===== config.mk =====
export PLATFORM = sky130hd
export DESIGN_NAME = penalty_match_ctl
export DESIGN_NICKNAME = d
export VERILOG_FILES = /design/src/rtl/match_pkg.sv /design/src/rtl/penalty_match_ctl_frame_timer.sv /design/src/rtl/penalty_match_ctl.sv
export SDC_FILE = /design/constraint.sdc
export NUM_CORES = 1
export LEC_CHECK = 0
export BUFFER_PORTS_ARGS = -buffer_cell sky130_fd_sc_hd__buf_4
export CAP_MARGIN = 0
export CORE_ASPECT_RATIO = 2
export CORE_UTILIZATION = 45
export CTS_BUF_LIST = sky130_fd_sc_hd__clkbuf_4
export DETAILED_ROUTE_END_ITERATION = 10
export GPL_TIMING_DRIVEN = 0
export PLACE_DENSITY = 0.65
export SYNTH_ARGS = -nofsm -noshare
export SYNTH_HDL_FRONTEND = slang
export SYNTH_HIERARCHICAL = 1
export SYNTH_SLANG_ARGS = --single-unit

===== constraint.sdc =====
create_clock -name clk -period 3.3 [get_ports clk]
set_input_delay 0.33 -clock clk [delete_from_list [all_inputs] [get_ports clk]]
set_output_delay 0.33 -clock clk [all_outputs]
set_load 0.03 [all_outputs]

===== src/rtl/match_pkg.sv =====
// -----------------------------------------------------------------------------
// match_pkg
// Shared types and constants for the penalty shootout match controller.
//   match_state_t : controller FSM state, also exported on the top-level port
//   SHOOTER_*     : encoding of the shooter output (who kicks this turn)
//   WIN_*         : encoding of the winner output
//   pick_winner   : score comparison helper used when the match ends
// -----------------------------------------------------------------------------
package match_pkg;

    typedef enum logic [2:0] {
        M_IDLE   = 3'd0,
        M_SHOOT  = 3'd1,
        M_RESULT = 3'd2,
        M_CHECK  = 3'd3,
        M_END    = 3'd4
    } match_state_t;

    localparam logic SHOOTER_PLAYER = 1'b0;
    localparam logic SHOOTER_CPU    = 1'b1;

    localparam logic [1:0] WIN_NONE   = 2'd0;
    localparam logic [1:0] WIN_PLAYER = 2'd1;
    localparam logic [1:0] WIN_CPU    = 2'd2;

    // Scores are zero-extended to 16 bits by the caller.
    function automatic logic [1:0] pick_winner(input logic [15:0] sp, input logic [15:0] sc);
        if (sp > sc)      return WIN_PLAYER;
        else if (sc > sp) return WIN_CPU;
        else              return WIN_NONE;
    endfunction

endpackage


===== src/rtl/penalty_match_ctl_frame_timer.sv =====
// -----------------------------------------------------------------------------
// frame_timer
// Frame-based down-counter. A load writes load_val; otherwise each frame_tick
// decrements the count until it reaches zero, where it holds.
//   clk, rst    : pixel clock, async active-high reset (count cleared)
//   load        : load load_val this cycle (wins over frame_tick)
//   load_val    : reload value
//   frame_tick  : decrement strobe (already gated by the caller)
//   zero        : count is zero
// -----------------------------------------------------------------------------
module frame_timer #(
    parameter int W = 9
) (
    input  logic         clk,
    input  logic         rst,
    input  logic         load,
    input  logic [W-1:0] load_val,
    input  logic         frame_tick,
    output logic         zero
);

    logic [W-1:0] cnt_q, cnt_d;

    always_comb begin
        cnt_d = cnt_q;
        if (load)
            cnt_d = load_val;
        else if (frame_tick && (cnt_q != '0))
            cnt_d = cnt_q - 1'b1;
    end

    always_ff @(posedge clk or posedge rst) begin
        if (rst) cnt_q <= '0;
        else     cnt_q <= cnt_d;
    end

    assign zero = (cnt_q == '0);

endmodule


===== src/rtl/penalty_match_ctl.sv =====
// -----------------------------------------------------------------------------
// penalty_match_ctl
// Penalty shootout sequencer: ROUNDS regulation kick pairs (player shoots,
// then CPU), then sudden death pair by pair until a pair ends unequal.
// Frame-based result hold and per-kick timeout share one frame_timer, since
// only one of them is ever running.
//
// Ports:
//   clk, rst      : pixel clock, async active-high reset
//   frame_tick    : one-cycle pulse per frame
//   start         : menu/end-screen click (honoured in M_IDLE and M_END only)
//   shot_valid    : kick outcome strobe, shot_goal sampled with it
//   shot_ready    : controller accepting a kick (M_SHOOT)
//   state         : match_state_t
//   shooter       : 0 player, 1 CPU
//   round_num     : 1-based round, saturating at 255
//   score_player, score_cpu : saturating goal counters
//   sudden_death  : round_num > ROUNDS
//   match_over    : high in M_END
//   winner        : WIN_NONE / WIN_PLAYER / WIN_CPU
// All outputs are registered.
//
// Build option: PENALTY_EARLY_END_EN ends regulation as soon as the trailing
// side can no longer catch up with its remaining kicks.
// -----------------------------------------------------------------------------
module penalty_match_ctl
    import match_pkg::*;
#(
    parameter int ROUNDS              = 5,
    parameter int SCORE_W             = 4,
    parameter int RESULT_FRAMES       = 120,
    parameter int SHOT_TIMEOUT_FRAMES = 300
) (
    input  logic               clk,
    input  logic               rst,
    input  logic               frame_tick,
    input  logic               start,
    input  logic               shot_valid,
    input  logic               shot_goal,
    output logic               shot_ready,
    output match_state_t       state,
    output logic               shooter,
    output logic [7:0]         round_num,
    output logic [SCORE_W-1:0] score_player,
    output logic [SCORE_W-1:0] score_cpu,
    output logic               sudden_death,
    output logic               match_over,
    output logic [1:0]         winner
);

    localparam int TMAX = (RESULT_FRAMES > SHOT_TIMEOUT_FRAMES) ? RESULT_FRAMES : SHOT_TIMEOUT_FRAMES;
    localparam int TW   = $clog2(TMAX + 1);
    localparam logic [TW-1:0]      RESULT_LD = TW'(RESULT_FRAMES);
    localparam logic [TW-1:0]      SHOT_LD   = TW'(SHOT_TIMEOUT_FRAMES);
    localparam logic [SCORE_W-1:0] SCORE_MAX = '1;
    localparam logic [7:0]         ROUNDS_L  = 8'(ROUNDS);

    match_state_t       state_q, state_d;
    logic               shooter_q, shooter_d;
    logic [7:0]         round_q, round_d;
    logic [SCORE_W-1:0] sp_q, sp_d, sc_q, sc_d;
    logic [1:0]         winner_q, winner_d;
    logic               shot_ready_q, shot_ready_d;
    logic               sudden_q, sudden_d;
    logic               over_q, over_d;

    logic          tmr_load, tmr_tick, tmr_zero;
    logic [TW-1:0] tmr_val;
    logic [15:0]   sp_w, sc_w;
    logic          accept, end_reg, early, end_now;

    assign sp_w = 16'(sp_q);
    assign sc_w = 16'(sc_q);

    // shot_ready_q is only ever high in M_SHOOT, so this is the full handshake.
    assign accept = shot_valid && shot_ready_q;

    // Frames only count while a kick or a result display is in progress.
    assign tmr_tick = frame_tick && ((state_q == M_SHOOT) || (state_q == M_RESULT));

    // A completed pair at or past the last regulation round with a lead ends it;
    // in sudden death this is the first unequal pair.
    assign end_reg = (shooter_q == SHOOTER_CPU) && (round_q >= ROUNDS_L) && (sp_q != sc_q);

`ifdef PENALTY_EARLY_END_EN
    logic [7:0]  cpu_kicks;
    logic [15:0] rem_p, rem_c;
    logic        regulation;

    // In M_CHECK the player has kicked round_q times; the CPU has too only
    // once the pair is complete.
    assign regulation = (round_q <= ROUNDS_L);
    assign cpu_kicks  = (shooter_q == SHOOTER_CPU) ? round_q : 8'(round_q - 8'd1);
    assign rem_p      = 16'(8'(ROUNDS_L - round_q));
    assign rem_c      = 16'(8'(ROUNDS_L - cpu_kicks));
    assign early      = regulation && ((sp_w > sc_w + rem_c) || (sc_w > sp_w + rem_p));
`else
    assign early = 1'b0;
`endif

    assign end_now = end_reg || early;

    always_comb begin
        state_d   = state_q;
        shooter_d = shooter_q;
        round_d   = round_q;
        sp_d      = sp_q;
        sc_d      = sc_q;
        winner_d  = winner_q;
        tmr_load  = 1'b0;
        tmr_val   = SHOT_LD;

        case (state_q)
            M_IDLE: begin
                if (start) begin
                    state_d   = M_SHOOT;
                    sp_d      = '0;
                    sc_d      = '0;
                    round_d   = 8'd1;
                    shooter_d = SHOOTER_PLAYER;
                    winner_d  = WIN_NONE;
                    tmr_load  = 1'b1;
                end
            end
            M_SHOOT: begin
                // A real outcome beats a timeout landing on the same cycle.
                if (accept) begin
                    if (shot_goal) begin
                        if (shooter_q == SHOOTER_PLAYER)
                            sp_d = (sp_q == SCORE_MAX) ? sp_q : sp_q + 1'b1;
                        else
                            sc_d = (sc_q == SCORE_MAX) ? sc_q : sc_q + 1'b1;
                    end
                    state_d  = M_RESULT;
                    tmr_load = 1'b1;
                    tmr_val  = RESULT_LD;
                end else if (tmr_zero) begin
                    state_d  = M_RESULT;
                    tmr_load = 1'b1;
                    tmr_val  = RESULT_LD;
                end
            end
            M_RESULT: begin
                if (tmr_zero) state_d = M_CHECK;
            end
            M_CHECK: begin
                if (end_now) begin
                    state_d  = M_END;
                    winner_d = pick_winner(sp_w, sc_w);
                end else begin
                    state_d   = M_SHOOT;
                    shooter_d = ~shooter_q;
                    tmr_load  = 1'b1;
                    if (shooter_q == SHOOTER_CPU)
                        round_d = (round_q == 8'hFF) ? round_q : round_q + 8'd1;
                end
            end
            M_END: begin
                if (start) begin
                    state_d   = M_IDLE;
                    sp_d      = '0;
                    sc_d      = '0;
                    round_d   = '0;
                    shooter_d = SHOOTER_PLAYER;
                    winner_d  = WIN_NONE;
                end
            end
            default: state_d = M_IDLE;
        endcase

        shot_ready_d = (state_d == M_SHOOT);
        over_d       = (state_d == M_END);
        sudden_d     = (round_d > ROUNDS_L);
    end

    always_ff @(posedge clk or posedge rst) begin
        if (rst) begin
            state_q      <= M_IDLE;
            shooter_q    <= 1'b0;
            round_q      <= '0;
            sp_q         <= '0;
            sc_q         <= '0;
            winner_q     <= WIN_NONE;
            shot_ready_q <= 1'b0;
            sudden_q     <= 1'b0;
            over_q       <= 1'b0;
        end else begin
            state_q      <= state_d;
            shooter_q    <= shooter_d;
            round_q      <= round_d;
            sp_q         <= sp_d;
            sc_q         <= sc_d;
            winner_q     <= winner_d;
            shot_ready_q <= shot_ready_d;
            sudden_q     <= sudden_d;
            over_q       <= over_d;
        end
    end

    frame_timer #(.W(TW)) u_timer (
        .clk        (clk),
        .rst        (rst),
        .load       (tmr_load),
        .load_val   (tmr_val),
        .frame_tick (tmr_tick),
        .zero       (tmr_zero)
    );

    assign state        = state_q;
    assign shooter      = shooter_q;
    assign round_num    = round_q;
    assign score_player = sp_q;
    assign score_cpu    = sc_q;
    assign winner       = winner_q;
    assign shot_ready   = shot_ready_q;
    assign sudden_death = sudden_q;
    assign match_over   = over_q;

endmodule


======== Word level (Yosys, flattened, before mapping) ========
Cells that the tools add are included.
cells by class
  $add $sub $neg .......................... 4
  $mul .................................... 0
  div/mod/pow operators ................... 0
  $lt $le $gt $ge ......................... 4
  equal/unequal tests ..................... 19
  shift operators ......................... 0
  mux-type cells .......................... 42
  bitwise gates (word level) .............. 1
  reduce and logical (&&, ||, !) cells .... 17
operators by type and width
  operator                                                                             count
  9-bit two-way mux                                                                    5
  8-bit two-way mux                                                                    5
  4-bit two-way mux                                                                    9
  8-bit one-hot mux with 3 select lines                                                1
  3-bit two-way mux                                                                    6
  2-bit inequality test, second input constant                                         8
  4-bit one-hot mux with 2 select lines                                                2
  3-bit one-hot mux with 5 select lines                                                1
  6-bit AND reduction                                                                  2
  9-bit zero test                                                                      1
  9-bit nonzero test                                                                   1
  9-bit by 1-bit subtractor with 9-bit output, second input constant                   1
  4-bit by 1-bit adder with 4-bit output, second input constant                        2
  8-bit by 1-bit adder with 8-bit output, second input constant                        1
  4-bit == test, second input constant                                                 2
  8-bit == test, second input constant                                                 1
  8-bit by 3-bit greater-or-equal comparator with 1-bit output, second input constant  1
  4-bit greater-than comparator                                                        2
  8-bit by 3-bit greater-than comparator with 1-bit output, second input constant      1
  2-bit two-way mux                                                                    4
  3-bit by 1-bit == test with 1-bit output, second input constant                      2
  3-bit by 2-bit == test with 1-bit output, second input constant                      2
  3-bit == test, second input constant                                                 2
  1-bit two-way mux                                                                    6
  other kinds (12)                                                                     19
storage, ports and cells
  register bits ........................... 34
  latch bits .............................. 0
  memory bits (writable) .................. 0
  memory bits (read-only) ................. 0
  bits of input ports ..................... 6
  output and inout bits ................... 25
  word-level logic and storage cells ...... 97
  memories kept ........................... 0

======== Depth between registers and ports, before layout ========
  depth after elaboration ................. 6
  mapped depth ............................ 13
  depth with buffers taken out ............ 10

======== Modules after synthesis ========
Netlist, hierarchy kept.
modules (own cells, without submodules)
  module             instances  cells an instance  area each (µm²)  sequential area each (µm²)
  penalty_match_ctl  1          169                1,560.2          625.6
  frame_timer        1          69                 596.8            225.2

======== Least setup slack after synthesis ========
No wires, ideal clock.
  path type ............................... reg2reg
  from .................................... reg round_q[1] (netlist: round_num[1])
  to ...................................... reg sudden_q (netlist: sudden_death)
  library setup time ...................... 0.124 ns
  data arrival time ....................... 2.567 ns
  data required time ...................... 3.176 ns
  slack ................................... 0.609 ns
  cell stages (with the launch flop) ...... 9
  buffers on the path ..................... 0
  period minus slack after synthesis ...... 2.691 ns
  cells stage by stage .................... dfrtp_1 inv_1 ha_1 or2b_2 a211oi_4 o211ai_1 mux2i_1 or4_1 a211o_1
on the way
  cells in the longest elaborated chain, start to end .. 6
  elaborated cells between the ends (all ways) .. 12
  those cells by class .................... add/sub: 1; order compare: 2; eq/ne: 1; mux: 6; reduce/logical: 2
RTL lines
  what                                                                  RTL line                                           RTL
  from (decl)                                                           penalty_match_ctl.sv:60                            logic [7:0] round_q, round_d;
  from (signal assigned)                                                penalty_match_ctl.sv:190                           round_q <= round_d;
  8-bit by 1-bit adder with 8-bit output, or another cell as far along  penalty_match_ctl.sv:155                           round_d = (round_q == 8'hFF) ? round_q : round_q + 8'd1;
  8-bit two-way mux / 1-bit logical AND (equally long branches)         penalty_match_ctl.sv:155, penalty_match_ctl.sv:83
  8-bit two-way mux / 1-bit logical AND (equally long branches)         penalty_match_ctl.sv:154, penalty_match_ctl.sv:83
  8-bit two-way mux *                                                   penalty_match_ctl.sv:147                           if (end_now) begin
  8-bit one-hot mux with 3 select lines *                               penalty_match_ctl.sv:113                           case (state_q)
  via round_d[6]                                                        penalty_match_ctl.sv:60
  8-bit by 3-bit greater-than comparator with 1-bit output *            penalty_match_ctl.sv:173                           sudden_d = (round_d > ROUNDS_L);
  via sudden_d                                                          penalty_match_ctl.sv:64                            logic sudden_q, sudden_d;
  to (signal assigned)                                                  penalty_match_ctl.sv:195                           sudden_q <= sudden_d;
  to (decl)                                                             penalty_match_ctl.sv:64
Mark *: on every way through the listed nets, which the timed path passes. The rest lies on a longest branch.
A chain may end at the register's enable or synchronous reset.

======== Final worst setup path ========
  from .................................... reg u_timer.cnt_q[0]
  to ...................................... reg u_timer.cnt_q[6]
on the way
  cells in the longest elaborated chain, start to end .. 5
  elaborated cells between the ends (all ways) .. 13
  those cells by class .................... add/sub: 1; mux: 8; reduce/logical: 4
RTL lines
  what                                                            RTL line                             RTL
  from (decl)                                                     penalty_match_ctl_frame_timer.sv:22  logic [W-1:0] cnt_q, cnt_d;
  from (signal assigned)                                          penalty_match_ctl_frame_timer.sv:34  else cnt_q <= cnt_d;
  9-bit zero test *                                               penalty_match_ctl_frame_timer.sv:37  assign zero = (cnt_q == '0);
  via tmr_zero                                                    penalty_match_ctl.sv:67              logic tmr_load, tmr_tick, tmr_zero;
  1-bit two-way mux *                                             penalty_match_ctl.sv:137             end else if (tmr_zero) begin
  1-bit two-way mux *                                             penalty_match_ctl.sv:127             if (accept) begin
  1-bit one-hot mux with 3 select lines *                         penalty_match_ctl.sv:113
  via tmr_load                                                    penalty_match_ctl.sv:67
  9-bit two-way mux / 2-bit nonzero test (equally long branches)  --
Mark *: on every way through the listed nets, which the timed path passes. The rest lies on a longest branch. The select of a mux whose other input is x is not followed.

==> results.toml <==
[power]
pwr-share-clk_pct = 12.4
leakagePower_nw = 1.160
p_total_mw = 1.938
switching_share_pct = 47.46
power.internal_mw = 1.018
switchingPower_mw = 0.9200
seqPwrFrac_pct = 34.4
combPwrFrac_pct = 53.2
p_per_area_nw_per_um2 = 766.6
irDropWorstVdd_mv = 0.5171

[placement]
placed_cell_area_um2 = 2462
numPortBuffers = 30
hpwlAfterDp_um = 4198
routabilityCongestion = 0.8093
post-place-ws_ps = 81.93
placed_cells = 326

[timing]
timing.setup.tns_ps = 0
whs_ps = 338.2
hold_viol = 0
worstMarginPinSlew_ps = 998.5
final.setup_skew_ps = 13.56
rsz0062_at_grt = "false"
post-route-period-util_pct = 88.91
fin_ws_ps = 366.0
timing.final.max_slew_violations = 0
max_freq_mhz = 340.8
period_needed_ps = 2934
finalSetupViolations = 0
maxSlewHeadroom_pct = 33.36

[yosys]
synth_warnings = 6
ys.flop_type = "dfrtp_1"
avgSynthCellArea_um2 = 9.063
netlist_area_um2 = 2157
syn_inst = 238
ys_top_cells_by_area = "dfrtp_1 39%, ha_1 5.8%, inv_1 3.8%"
ys_ff_latch = 34
synth_edf_count = 0
postSynth.asyncResetShare_pct = 100.0
synth_top_area_share_pct = 39.44
synth_area_leader_cell = "dfrtp_1"
synth.distinct_cells = 55
seq_area_frac_synth_pct = 39.44

[detailed_routing]
dr.pass1.iters = 4
wl_um = 5450
first_iter_violations = 39
via_per_inst = 5.797
vias = 1942
final_antenna_net_count = 0
wl_per_cell_um = 16.27
drc_errors = 0

[setup_path]
critical-path-max-stage-delay_ps = 450
timing_worst_setup_path_type = "flip-flop to flip-flop"
arrival_ps = 3180
cp-end-kind = "flip-flop"
worstPathMaxFanout = 10
cp_top_family = "simple AND/OR/NAND/NOR gates"
crit_chain = "inv_1, ha_1, or4b_1, clkbuf_1, nor2_1, a21oi_1, nand2b_1, o211ai_1, clkbuf_2, clkbuf_2, nor2_1, o2111ai_1, nand3_1"
start_kind = "flip-flop"
crit_slowest_cell = "or4b_1"
cp.depth = 13
r2r_cells = 13
path_buf_inv = 4
worst-endpoint-required_ps = 3540

[layout]
synthToLayoutAreaGrowth_pct = 17.23
nFillCells = 462
fin_cells = 335
drive_gt1_share_pct = 20.71
final_common_cell = "dfrtp_1"
fin_area_um2 = 2529
final_cell_mix = "34 x dfrtp_1, 31 x buf_4, 22 x inv_1, 18 x nand2_1, 16 x o21ai_0"
final_util_pct = 54.99
antennaDiodeCount = 0
fin_nets = 295

[clock_network]
cts_root_buf = "clkbuf_4"
cts_sinks = 34
cts_tree = "built"
cts_made_buffers = 5
clk_latency_ps = 350
clkTransAtPathRegs_ps = 120
htreeDepth = 2
clockBufferDepth = 2

[run_status]
status = "complete, no violations"

[floorplan]
die_h_um = 99.91
initial_utilization_pct = 46.91
fp.dieW_um = 50.96
die-area_um2 = 5091
num_io_pins = 31
core_um2 = 4598
rows = 35

[global_routing]
grt_first_pass_wirelength_um = 8997
grt_pass1_vias = 1882
groute.usage.overall_pct = 23.47
antenna_found_initial = 0
grt_max_degree = 26
grt.overflow.total = 0

[worst_hold_path]
min_path_cells = 3
hold_path_class = "input port to flip-flop"

[flow_run]
drv_cap = 0
==> final timing paths <==
check / endpoint / startpoint / slack, ps
worst max register to register: u_timer/cnt_q[6]$_DFFE_PP0P_ / u_timer/cnt_q[0]$_DFFE_PP0P_ / 370
max in group asynchronous: score_cpu[0]$_DFFE_PP0P_ / rst / 1900
worst max-delay path: u_timer/cnt_q[6]$_DFFE_PP0P_ / u_timer/cnt_q[0]$_DFFE_PP0P_ / 370
min in group asynchronous: u_timer/cnt_q[3]$_DFFE_PP0P_ / rst / 520
worst min-delay path: match_over$_DFF_PP0_ / start / 340
worst min register to register: winner[1]$_DFFE_PP0P_ / winner[1]$_DFFE_PP0P_ / 540
==> flip-flops by register name, indices dropped and copies added, names as in the netlist <==
| signal | flops |
|---|---|
| shot_ready | 1 |
| sudden_death | 1 |
| shooter | 1 |
| score_cpu | 4 |
| score_player | 4 |
| winner | 2 |
| round_num | 8 |
| u_timer/cnt_q | 9 |
| match_over | 1 |
| state | 3 |
==> cell type report <==
cell class / instances / area, um2 / area share [%]
multi-input combinational: 175 / 1181 / 46.71
sequential: 34 / 850.8 / 33.65
timing repair buffer: 31 / 235.2 / 9.302
inverter: 22 / 82.58 / 3.266
tap: 55 / 68.82 / 2.721
buffer: 10 / 56.30 / 2.227
clock buffer: 6 / 45.04 / 1.781
clock inverter: 2 / 8.758 / 0.3464
==> cells by family after synthesis <==
kind of cell	after synthesis	share of synthesized area, %
xor gates and xnor gates	3	1.218
muxes	6	2.784
buffers and inverters	32	6.322
other	2	0.3482
and+or+nand+nor	87	23.09
adders and majority gates	10	5.800
DFF	34	39.44
AOI/OAI and AO/OA	64	21.00
==> power by group through the flow <==
| stage | registers (mW) | logic (mW) | clock network, mW |
|---|---|---|---|
| detailed placement | 0.675 | 1.03 | 0 |
| global placement | 0.673 | 1.02 | 0 |
| finish | 0.668 | 1.03 | 0.241 |
| floorplan | 0.758 | 0.639 | 0 |
| CTS | 0.667 | 1.04 | 0.246 |
| global route | 0.685 | 1.14 | 0.261 |
==> timing repair <==
action / CTS / global route
gates resized for setup: 0 / 3
buffers inserted: 0 / 0
hold endpoints to repair: 9 / 0
endpoints found under the setup margin: 0 / 6
hold buffers: 1 / 0
==> worst register-to-register path, cell delays in order (launching register included) <==
cell and delay (ps):
dfrtp_1 420, inv_1 110, ha_1 200, or4b_1 450, clkbuf_1 210, nor2_1 180
a21oi_1 70, nand2b_1 260, o211ai_1 180, clkbuf_2 250, clkbuf_2 260, nor2_1 70
o2111ai_1 90, nand3_1 90
==> layer usage <==
metal	up-vias	wire length, um	track usage, %
li1	962	-	-
met5	-	0	0
met1	934	2030	24.88
met2	36	3158	44.33
met3	10	126	3.030
met4	0	134	9.615
==> cell usage after synthesis, drive strengths merged, types with 3 or more instances <==
master / number
nand2b: 4
nand4: 4
and3: 3
o2111ai: 3
nor3b: 6
dfrtp: 34
o211ai: 7
a31oi: 6
nor2b: 4
a31o: 4
or4: 6
o31ai: 5
clkbuf: 6
ha: 10
inv: 22
o21ai: 16
nor2: 12
buf: 4
a21oi: 8
nand2: 18
and2: 3
nand3: 12
mux2i: 6
nor4: 3
No activity file was read; power rests on OpenSTA's default activity.
